--- config.mk ---
export PLATFORM = sky130hd
export DESIGN_NAME = alu_sequencer_65c02
export DESIGN_NICKNAME = d
export VERILOG_FILES = /design/src/rtl/alu_sequencer_65c02.sv
export SDC_FILE = /design/constraint.sdc
export NUM_CORES = 1
export LEC_CHECK = 0
export ABC_CLOCK_PERIOD_IN_PS = 4990
export CAP_MARGIN = 10
export CORE_ASPECT_RATIO = 0.6
export CORE_MARGIN = 1.5
export CORE_UTILIZATION = 50
export CTS_CLUSTER_SIZE = 12
export DETAILED_ROUTE_END_ITERATION = 7
export GPL_TIMING_DRIVEN = 0
export PLACE_DENSITY = 0.71
export SYNTH_ARGS = -nofsm -noshare
export SYNTH_HDL_FRONTEND = slang
export SYNTH_SLANG_ARGS = --single-unit
--- constraint.sdc ---
create_clock -name clk -period 4.99 [get_ports clk]
set_clock_uncertainty 0.2 [all_clocks]
set_input_delay 1.2475 -clock clk [delete_from_list [all_inputs] [get_ports clk]]
set_output_delay 1.2475 -clock clk [all_outputs]
set_load 0.05 [all_outputs]
--- src/rtl/alu_sequencer_65c02.sv ---
// alu_sequencer_65c02: registered 65C02 ALU stage that feeds the 8-bit accumulator.
// Each accepted op is captured, executed in EXEC and published as a one-cycle result.
// Optional feature macro ALU_BCD_EN: when defined, decimal ADC/SBC take an extra DADJ
// cycle for BCD correction; when undefined, decimal_mode is ignored.
module alu_sequencer_65c02 #(
   parameter int unsigned WIDTH = 8
) (
   input  logic             clk,
   input  logic             reset,
   input  logic             op_valid,
   output logic             op_ready,
   input  logic [3:0]       op_sel,
   input  logic [WIDTH-1:0] a_in,
   input  logic [WIDTH-1:0] b_in,
   input  logic             carry_in,
   input  logic             decimal_mode,
   output logic [WIDTH-1:0] alu_result,
   output logic             alu_to_accumulator_xfer,
   output logic             result_valid,
   output logic             flag_n,
   output logic             flag_v,
   output logic             flag_z,
   output logic             flag_c,
   output logic [3:0]       flag_we
);

   localparam logic [3:0] OP_ADC = 4'd0;
   localparam logic [3:0] OP_SBC = 4'd1;
   localparam logic [3:0] OP_AND = 4'd2;
   localparam logic [3:0] OP_ORA = 4'd3;
   localparam logic [3:0] OP_EOR = 4'd4;
   localparam logic [3:0] OP_CMP = 4'd5;
   localparam logic [3:0] OP_BIT = 4'd6;
   localparam logic [3:0] OP_ASL = 4'd7;
   localparam logic [3:0] OP_LSR = 4'd8;
   localparam logic [3:0] OP_ROL = 4'd9;
   localparam logic [3:0] OP_ROR = 4'd10;
   localparam logic [3:0] OP_INC = 4'd11;
   localparam logic [3:0] OP_DEC = 4'd12;

   // Flag enables, ordered {N,V,Z,C}
   localparam logic [3:0] WE_NVZC = 4'b1111;
   localparam logic [3:0] WE_NZ   = 4'b1010;
   localparam logic [3:0] WE_NZC  = 4'b1011;
   localparam logic [3:0] WE_NVZ  = 4'b1110;

`ifdef ALU_BCD_EN
   typedef enum logic [1:0] {IDLE, EXEC, DADJ} state_t;
`else
   typedef enum logic [1:0] {IDLE, EXEC} state_t;
`endif

   state_t           state;

   // Operands captured at accept; held stable for the whole op
   logic [3:0]       op_q;
   logic [WIDTH-1:0] a_q;
   logic [WIDTH-1:0] b_q;
   logic             c_q;

   logic [WIDTH:0]   sum_c;
   logic [WIDTH:0]   dif_c;
   logic [WIDTH:0]   cmp_c;
   logic [WIDTH-1:0] bin_res;
   logic             bin_n;
   logic             bin_v;
   logic             bin_z;
   logic             bin_c;
   logic [3:0]       we_sel;
   logic             xfer_sel;

   // Binary ALU on the captured operands
   always_comb begin
      sum_c    = {1'b0, a_q} + {1'b0, b_q} + {{WIDTH{1'b0}}, c_q};
      dif_c    = {1'b0, a_q} + {1'b0, ~b_q} + {{WIDTH{1'b0}}, c_q};
      cmp_c    = {1'b0, a_q} + {1'b0, ~b_q} + {{WIDTH{1'b0}}, 1'b1};
      bin_res  = b_q;
      bin_v    = 1'b0;
      bin_c    = 1'b0;
      we_sel   = WE_NZ;
      xfer_sel = 1'b1;
      case (op_q)
         OP_ADC: begin
            bin_res = sum_c[WIDTH-1:0];
            bin_c   = sum_c[WIDTH];
            bin_v   = (a_q[WIDTH-1] == b_q[WIDTH-1]) && (sum_c[WIDTH-1] != a_q[WIDTH-1]);
            we_sel  = WE_NVZC;
         end
         OP_SBC: begin
            bin_res = dif_c[WIDTH-1:0];
            bin_c   = dif_c[WIDTH];
            bin_v   = (a_q[WIDTH-1] != b_q[WIDTH-1]) && (dif_c[WIDTH-1] != a_q[WIDTH-1]);
            we_sel  = WE_NVZC;
         end
         OP_AND: bin_res = a_q & b_q;
         OP_ORA: bin_res = a_q | b_q;
         OP_EOR: bin_res = a_q ^ b_q;
         OP_CMP: begin
            bin_res  = a_q;
            bin_c    = cmp_c[WIDTH];
            we_sel   = WE_NZC;
            xfer_sel = 1'b0;
         end
         OP_BIT: begin
            bin_res  = a_q;
            bin_v    = b_q[WIDTH-2];
            we_sel   = WE_NVZ;
            xfer_sel = 1'b0;
         end
         OP_ASL: begin
            bin_res = {b_q[WIDTH-2:0], 1'b0};
            bin_c   = b_q[WIDTH-1];
            we_sel  = WE_NZC;
         end
         OP_LSR: begin
            bin_res = {1'b0, b_q[WIDTH-1:1]};
            bin_c   = b_q[0];
            we_sel  = WE_NZC;
         end
         OP_ROL: begin
            bin_res = {b_q[WIDTH-2:0], c_q};
            bin_c   = b_q[WIDTH-1];
            we_sel  = WE_NZC;
         end
         OP_ROR: begin
            bin_res = {c_q, b_q[WIDTH-1:1]};
            bin_c   = b_q[0];
            we_sel  = WE_NZC;
         end
         OP_INC:  bin_res = b_q + WIDTH'(1);
         OP_DEC:  bin_res = b_q - WIDTH'(1);
         default: bin_res = b_q;
      endcase
      bin_n = bin_res[WIDTH-1];
      bin_z = (bin_res == '0);
      if (op_q == OP_CMP) begin
         bin_n = cmp_c[WIDTH-1];
         bin_z = (cmp_c[WIDTH-1:0] == '0);
      end else if (op_q == OP_BIT) begin
         bin_n = b_q[WIDTH-1];
         bin_z = ((a_q & b_q) == '0);
      end
   end

`ifdef ALU_BCD_EN
   logic             d_q;
   logic [5:0]       lo_raw;
   logic [5:0]       lo_adj;
   logic [5:0]       hi_raw;
   logic [5:0]       hi_adj;
   logic             lo_borrow;
   logic [WIDTH-1:0] dec_res;
   logic             dec_c;
   logic             bcd_op;

   // Nibble-wise BCD correction; V still comes from the binary path
   always_comb begin
      lo_raw    = {2'b00, a_q[3:0]} + {2'b00, b_q[3:0]} + {5'b00000, c_q};
      lo_adj    = (lo_raw > 6'd9) ? lo_raw + 6'd6 : lo_raw;
      hi_raw    = {2'b00, a_q[7:4]} + {2'b00, b_q[7:4]} + {5'b00000, (lo_adj > 6'd15)};
      hi_adj    = (hi_raw > 6'd9) ? hi_raw + 6'd6 : hi_raw;
      lo_borrow = (({1'b0, a_q[3:0]} + {1'b0, ~b_q[3:0]} + {4'b0000, c_q}) < 5'd16);
      bcd_op    = d_q && ((op_q == OP_ADC) || (op_q == OP_SBC));
      if (op_q == OP_SBC) begin
         dec_res = dif_c[WIDTH-1:0]
                   - (lo_borrow    ? 8'h06 : 8'h00)
                   - (dif_c[WIDTH] ? 8'h00 : 8'h60);
         dec_c   = dif_c[WIDTH];
      end else begin
         dec_res = {hi_adj[3:0], lo_adj[3:0]};
         dec_c   = (hi_adj > 6'd15);
      end
   end
`else
   logic unused_decimal_mode;
   assign unused_decimal_mode = decimal_mode;
`endif

   // Sequencer: capture, execute, optional decimal adjust, publish registered results
   always_ff @(posedge clk or posedge reset) begin
      if (reset) begin
         state                   <= IDLE;
         op_ready                <= 1'b1;
         op_q                    <= '0;
         a_q                     <= '0;
         b_q                     <= '0;
         c_q                     <= 1'b0;
`ifdef ALU_BCD_EN
         d_q                     <= 1'b0;
`endif
         alu_result              <= '0;
         alu_to_accumulator_xfer <= 1'b0;
         result_valid            <= 1'b0;
         flag_n                  <= 1'b0;
         flag_v                  <= 1'b0;
         flag_z                  <= 1'b0;
         flag_c                  <= 1'b0;
         flag_we                 <= 4'b0000;
      end else begin
         result_valid            <= 1'b0;
         alu_to_accumulator_xfer <= 1'b0;
         flag_we                 <= 4'b0000;
         case (state)
            IDLE: begin
               if (op_valid && op_ready) begin
                  op_q     <= op_sel;
                  a_q      <= a_in;
                  b_q      <= b_in;
                  c_q      <= carry_in;
`ifdef ALU_BCD_EN
                  d_q      <= decimal_mode;
`endif
                  op_ready <= 1'b0;
                  state    <= EXEC;
               end
            end
            EXEC: begin
`ifdef ALU_BCD_EN
               if (bcd_op) state <= DADJ;
               else
`endif
               begin
                  alu_result              <= bin_res;
                  if (we_sel[3]) flag_n   <= bin_n;
                  if (we_sel[2]) flag_v   <= bin_v;
                  if (we_sel[1]) flag_z   <= bin_z;
                  if (we_sel[0]) flag_c   <= bin_c;
                  flag_we                 <= we_sel;
                  result_valid            <= 1'b1;
                  alu_to_accumulator_xfer <= xfer_sel;
                  op_ready                <= 1'b1;
                  state                   <= IDLE;
               end
            end
`ifdef ALU_BCD_EN
            DADJ: begin
               alu_result              <= dec_res;
               flag_n                  <= dec_res[WIDTH-1];
               flag_v                  <= bin_v;
               flag_z                  <= (dec_res == '0);
               flag_c                  <= dec_c;
               flag_we                 <= WE_NVZC;
               result_valid            <= 1'b1;
               alu_to_accumulator_xfer <= 1'b1;
               op_ready                <= 1'b1;
               state                   <= IDLE;
            end
`endif
            default: begin
               op_ready <= 1'b1;
               state    <= IDLE;
            end
         endcase
      end
   end

endmodule

==> results of run 1 <==
==> cell families (layout without fill, tap and decap cells) <==
logic type	count (synthesis)	after routing	share of synthesized area, %
DFF	39	39	25.1
buffers and inverters	63	114	7.18
muxes	13	13	3.99
xor gates and xnor gates	16	16	3.61
and+or+nand+nor	166	166	22.7
adders and majority gates	36	36	12.4
AOI/OAI and AO/OA	139	139	25.0
==> power by group <==
| part | switching [uW] | internal, uW | total [uW] |
|---|---|---|---|
| clock | 142 | 236 | 378 |
| sequential | 0 | 316 | 316 |
| combinational | 9.03 | 15.9 | 24.9 |
| total | 151 | 568 | 719 |
==> layout make-up <==
cell class / instances / area [um2] / area share, %
Buffer: 31 / 159 / 3.44
Clock inverter: 3 / 43.8 / 0.948
Inverter: 32 / 120 / 2.60
Multi-Input combinational cell: 370 / 2640 / 57.1
Tap cell: 104 / 130 / 2.82
Clock buffer: 5 / 125 / 2.71
Sequential cell: 39 / 977 / 21.2
Timing Repair Buffer: 43 / 428 / 9.26
==> sequential cells by signal (all words and copies together) (netlist names) <==
signal                   count
flag_v                       1
b_q                          8
op_ready                     1
state                        1
c_q                          1
alu_to_accumulator_xfer      1
alu_result                   8
flag_we                      3
op_q                         4
flag_c                       1
flag_n                       1
a_q                          8
flag_z                       1
==> through the flow <==
| stage | TNS, ns | power [uW] | instances | area, um2 |
|---|---|---|---|---|
| finish | 0 | 719 | 627 | 4620 |
| global route | 0 | 733 | 627 | 4620 |
| CTS | 0 | 721 | 627 | 4620 |
| detailed placement | 0 | 347 | 619 | 4450 |
| global placement | -0.728 | 347 | 618 | 4440 |
| floorplan | 0 | 327 | 472 | 3890 |
==> path summary, 6_finish.rpt <==
path                            endpoint  slack [ns]  depth (start not counted)
max                               flag_z        0.64                         12
min                           flag_we[1]        0.18                          0
max reg2reg                       flag_z        0.64                         12
min reg2reg                   flag_we[1]        0.18                          0
max in group asynchronous  alu_result[5]        2.81                          2
min in group asynchronous  alu_result[1]        1.24                          2
==> cells in the final DEF (no fill, tap or decap), types with 3 or more instances in the layout <==
cell type        instances
inv_1                   31
or2_2                    5
clkdlybuf4s50_1         42
o32ai_1                  3
o31ai_1                  6
o22ai_1                  4
xnor2_1                 11
mux2_2                  10
or4_1                    6
nor2b_1                 16
nand2_1                 47
a21oi_1                 27
dfrtp_1                 38
nand3_1                  8
buf_2                   13
nor3_1                  14
and2_1                   4
xor2_1                   5
a22oi_1                  3
a2111oi_0                4
or3_1                    4
o211ai_1                 6
nand3b_1                11
buf_4                    4
nor2_1                  28
o21a_1                   5
clkbuf_1                12
ha_1                    32
a31oi_1                  4
nand2b_1                 4
o21ai_0                 30
a211o_1                  6
a211oi_1                 8
clkbuf_16                5
o32a_1                   4
a32oi_1                  4
fa_1                     4
a21o_1                   3
o2bb2ai_1                3
==> routing by layer <==
layer  track usage (%)  share of wire [%]  vias up  wire length (um)
li1                  -                  -     1815                 -
met1              55.8                 49     1919              6730
met2              45.8                 38      222              5280
met3              9.56                 11       32              1480
met4              10.4                2.2        0               302
met5                 0                  0        -                 0
==> worst max-delay path: stages, from the launching register on <==
cell and delay (ns):
dfrtp_1 0.42, buf_6 0.17, nor4bb_2 0.60, buf_4 0.30
ha_1 0.28, and3_1 0.22, a2111oi_0 0.57, xnor2_1 0.21
a221o_1 0.33, nor3_1 0.13, o211ai_1 0.14, or4_1 0.55
a21oi_1 0.15
==> summary.txt, run 1 <==
Clock tree
  • TritonCTS buffer count: 5
  • TritonCTS clock tree: built
  • CTS root buf: clkbuf_16
  • Clock transition at the registers of the reported paths: 0.06 ns
  • Worst skew pair latency: 0.29 ns
  • Maximum root-to-sink buffer count: 2
  • CTS resizes: 0
  • Clk sinks: 39
  • Cts-stage hold buffer count: 0
  • Setup bufs post-CTS: 0
  • H-tree levels: 2

Setup path
  • Reg2reg start: op_q[1]
  • Crit path kind: reg2reg
  • Crit start category: register
  • Setup crit start: op_q[1]
  • CP Max Fanout: 10
  • CP Capture Type: register
  • Crit path DAT: 4.37 ns
  • WP data required: 5.01 ns

Placement
  • Placer congestion estimate: 1.04
  • DP Worst Slack: 0.714 ns
  • Port bufs: 42
  • Post-DP HPWL: 10500 um

Logic synthesis
  • Synthesized area: 3890 um2
  • Most common cell in the synthesized netlist: nand2_1
  • FFs w/ async S/R, synth: 100%
  • Syn_nets: 533
  • Synth area leader: dfrtp_1
  • Cell count after synthesis: 472
  • Number of synthesized flops with an enable pin: 0
  • Post-synth cell types: 71
  • YS warnings: 0
  • Synth Flop Type: dfrtp_1
  • Avg Cell Area, Syn: 8.23 um2
  • Synth Register Bits: 39
  • Commonest cells post-synth: nand2_1, dfrtp_1, ha_1, inv_1, o21ai_0
  • Synth top area share: 24.5%
  • Register area share after synthesis: 25.1%
  • Cells taking the most area after synthesis: dfrtp_1, ha_1, nand2_1

Drt
  • DRC viols: 0
  • DRT Pass-1 Iters: 6
  • Routed wire length: 13800 um
  • Via count: 3988
  • Antenna-violating nets left: 0
  • Vias per Instance: 6.36
  • WL per Instance: 22.0 um
  • Iter 0 DRT Violations: 598

Cells and area
  • Finished Core Util: 62.5%
  • Share of cells above drive strength 1: 9.75%
  • Nets: 583
  • Ant. Diodes: 0
  • FILL cells: 684
  • Synth-to-Final Area Change: 18.9%

STA
  • Slew headroom: 23.5%
  • Max Slew Vio Count: 0
  • Actual slew at the worst max-slew pin: 1.14 ns
  • Final WS setup: 0.635 ns
  • Tcrit/Tclk final: 87.3%
  • Min Tclk post-route: 4.35 ns
  • Final Hold Viols: 0
  • Hold_ws: 0.179 ns
  • Final setup violation count: 0
  • RSZ-0062 raised after global routing: no
  • Max Fclk: 230 MHz

Power
  • Leak Pwr: 0.00203 uW
  • Maximum VDD drop: 0.106 mV
  • PwrDens: 156 nW/um2

Floorplan
  • Die width: 117 um
  • # rows: 24
  • Die H: 71.3 um
  • DIE AREA: 8330 um2
  • I/O pins: 44
  • Core area: 7390 um2
  • Initial Utilization: 52.6%

Hold path
  • Hold_sp: state[0]
  • Class of the worst hold path: reg2reg

Status
  • Outcome: finished, final reports clean

Global route
  • Largest net degree at the start of global routing: 40
  • Initial antenna violation count: 0
  • GRT Overall Usage: 35.2%
  • First-pass GRT wire length: 21400 um
  • Vias in the first global route: 3756
  • GRT overflow: 0

Run
  • Max Cap Viol: 0
Note: power is estimated with default switching activity, not from simulation.
==> run 2, diff against run 1 <==
- CAP_MARGIN: 10 -> 20
- CTS_CLUSTER_DIAMETER: default -> 50
==> results of run 2 <==
Same layout as run 1: the final DEF is identical, and so are final timing and power.
==> run 3, diff against run 2 <==
- CORE_UTILIZATION: 50 -> 54
- PLACE_DENSITY: 0.71 -> 0.77
- TNS_END_PERCENT: default -> 100
==> run 3 against run 2 <==
Against the previous run:
- the flow now finishes with violations (DRC)
- cell area is 0.35% lower
- clock-buffer cell count is 1 higher
- die area is 7.2% lower
- power is 1.7% higher
- clock power is 3% higher
- sequential power hardly changed
- final cell count is 2.7% lower
- critical path type unchanged
- critical endpoint is now flag_n
- largest cell class unchanged
==> summary.txt, run 3 (synthesis results as in run 1) <==
Floorplan
  • I/O pins: 44 (unchanged)
  • # rows: 23 (-4.2%)
  • DIE AREA: 7730 um2 (-7.2%)
  • Initial Utilization: 57.0% (+4.4 points)
  • Die width: 113 um (-3.7%)
  • Die H: 68.7 um (-3.6%)
  • Core area: 6820 um2 (-7.7%)

Placement
  • Placer congestion estimate: 0.981 (-5.3%)
  • Post-DP HPWL: 10600 um (+0.84%)
  • Port bufs: 42 (unchanged)
  • Instance area at placement: 4430 um2 (-0.48%)

STA
  • Slew headroom: 29.5% (+6.0 points)
  • Min Tclk post-route: 4.38 ns (+0.0220 ns)
  • Tcrit/Tclk final: 87.7% (+0.44 points)
  • Max Fclk: 228 MHz (-0.50%)
  • Final Hold Viols: 0 (unchanged)
  • RSZ-0062 raised after global routing: no
  • Max Slew Vio Count: 0 (unchanged)
  • Actual slew at the worst max-slew pin: 1.05 ns (-0.0895 ns)
  • Final setup violation count: 0 (unchanged)

Clock tree
  • CTS root buf: clkbuf_16
  • Worst skew pair latency: 0.30 ns (about the same)
  • TritonCTS clock tree: built
  • Clock transition at the registers of the reported paths: 0.06 ns (about the same)
  • Cts-stage hold buffer count: 0 (unchanged)
  • CTS resizes: 0 (unchanged)
  • Maximum root-to-sink buffer count: 2 (unchanged)
  • Clk sinks: 39 (unchanged)
  • TritonCTS buffer count: 5 (unchanged)
  • Setup bufs post-CTS: 0 (unchanged)
  • H-tree levels: 2 (unchanged)

Setup path
  • CP Capture Type: register
  • CP Max Fanout: 7 (-3)
  • CP bufs+invs: 2 (unchanged)
  • Crit start category: register
  • Crit path kind: reg2reg
  • Crit path DAT: 4.39 ns (+0.02 ns)
  • Crit-path cells: inv_1 > ha_1 > inv_1 > fa_1 > or2_1 > a211o_1 > a222oi_1 > nand3b_1 > xnor2_1 > a211oi_1 > o21ai_0 > a21oi_1
  • R2R setup slack: 0.61 ns (-0.02 ns)
  • CP peak stage delay: 0.57 ns (-0.03 ns)
  • CP max-delay cell: a211oi_1
  • Most frequent CP cell: inv_1
  • WP data required: 5.01 ns (about the same)
  • Delay-heaviest family, CP: compound AO/OA/AOI/OAI gates

Drt
  • DRT Pass-1 Iters: 7 (+1)
  • WL per Instance: 23.0 um (+4.6%)
  • Routed wire length: 14000 um (+1.8%)
  • Via count: 4105 (+2.9%)
  • Antenna-violating nets left: 0 (unchanged)
  • DRC viols: 2 (+2)
  • Vias per Instance: 6.73 (+5.8%)
  • Iter 0 DRT Violations: 577 (-3.5%)

Global route
  • Initial antenna violation count: 0 (unchanged)
  • First-pass GRT wire length: 21600 um (+0.68%)
  • GRT Overall Usage: 37.9% (+2.8 points)
  • Largest net degree at the start of global routing: 40 (unchanged)
  • Vias in the first global route: 3768 (+0.32%)
  • GRT overflow: 0 (unchanged)

Hold path
  • Class of the worst hold path: reg2reg

Cells and area
  • Ant. Diodes: 0 (unchanged)
  • Nets: 583 (unchanged)
  • Finished Core Util: 67.5% (+5.0 points)
  • Synth-to-Final Area Change: 18.4%
  • Most common cell after layout, fill and taps aside: nand2_1
  • Top flop regs: a_q (8), alu_result (8), b_q (8)
  • Commonest non-fill, non-tap cells in the layout: nand2_1, clkdlybuf4s50_1, dfrtp_1
  • Post-route design area: 4600 um2 (-0.35%)
  • Share of cells above drive strength 1: 9.75% (unchanged)

Power
  • PwrDens: 159 nW/um2 (+2.1%)
  • Total power: 732 uW (+1.7%)
  • Leak Pwr: 0.00203 uW (+0.15%)
  • Maximum VDD drop: 0.147 mV (+38%)

Status
  • Outcome: finished with violations
  • Failing checks: DRC

Run
  • Max Cap Viol: 0 (unchanged)
## run 3: path summary, 6_finish.rpt
check | start | end | depth (start not counted)
worst max register to register | b_q[0] | flag_n | 12
worst max-delay path | b_q[0] | flag_n | 12
min in group asynchronous | reset | b_q[3] | 2
worst min register to register | state[0] | flag_we[1] | 0
max in group asynchronous | reset | flag_v | 2
worst min-delay path | state[0] | flag_we[1] | 0
## run 3: layer usage
layer,GRT usage [%],vias to the layer above,part of all wire (%)
met2,56.7,284,40
li1,-,1819,-
met3,11.7,28,14
met1,54.1,1974,43
met5,0,-,0
met4,8.23,0,2.1
## run 3: through the flow
step           setup WS (ns)  instances  hold slack, ns  setup TNS (ns)
2_1_floorplan          0.817        472           0.152               0
3_3_place_gp          -0.404        601           0.163          -0.724
3_5_place_dp           0.785        602           0.159               0
4_1_cts                0.769        610           0.172               0
5_1_grt                0.440        610           0.193               0
6_report               0.613        610           0.176               0
## run 3: report_power, final
group / leakage (uW) / internal [uW] / switching (uW)
Combinational: 0.00150 / 15.9 / 9.03
Sequential: 0.000447 / 316 / 0
Clock: 0.0000868 / 249 / 142
## run 3: layout make-up
cell class / count / area [um2]
Tap cell: 87 / 109
Timing Repair Buffer: 43 / 428
Multi-Input combinational cell: 370 / 2640
Inverter: 32 / 120
Clock buffer: 6 / 139
Clock inverter: 2 / 35.0
Sequential cell: 39 / 977
Buffer: 31 / 159
Fill cell: 543 / 2220
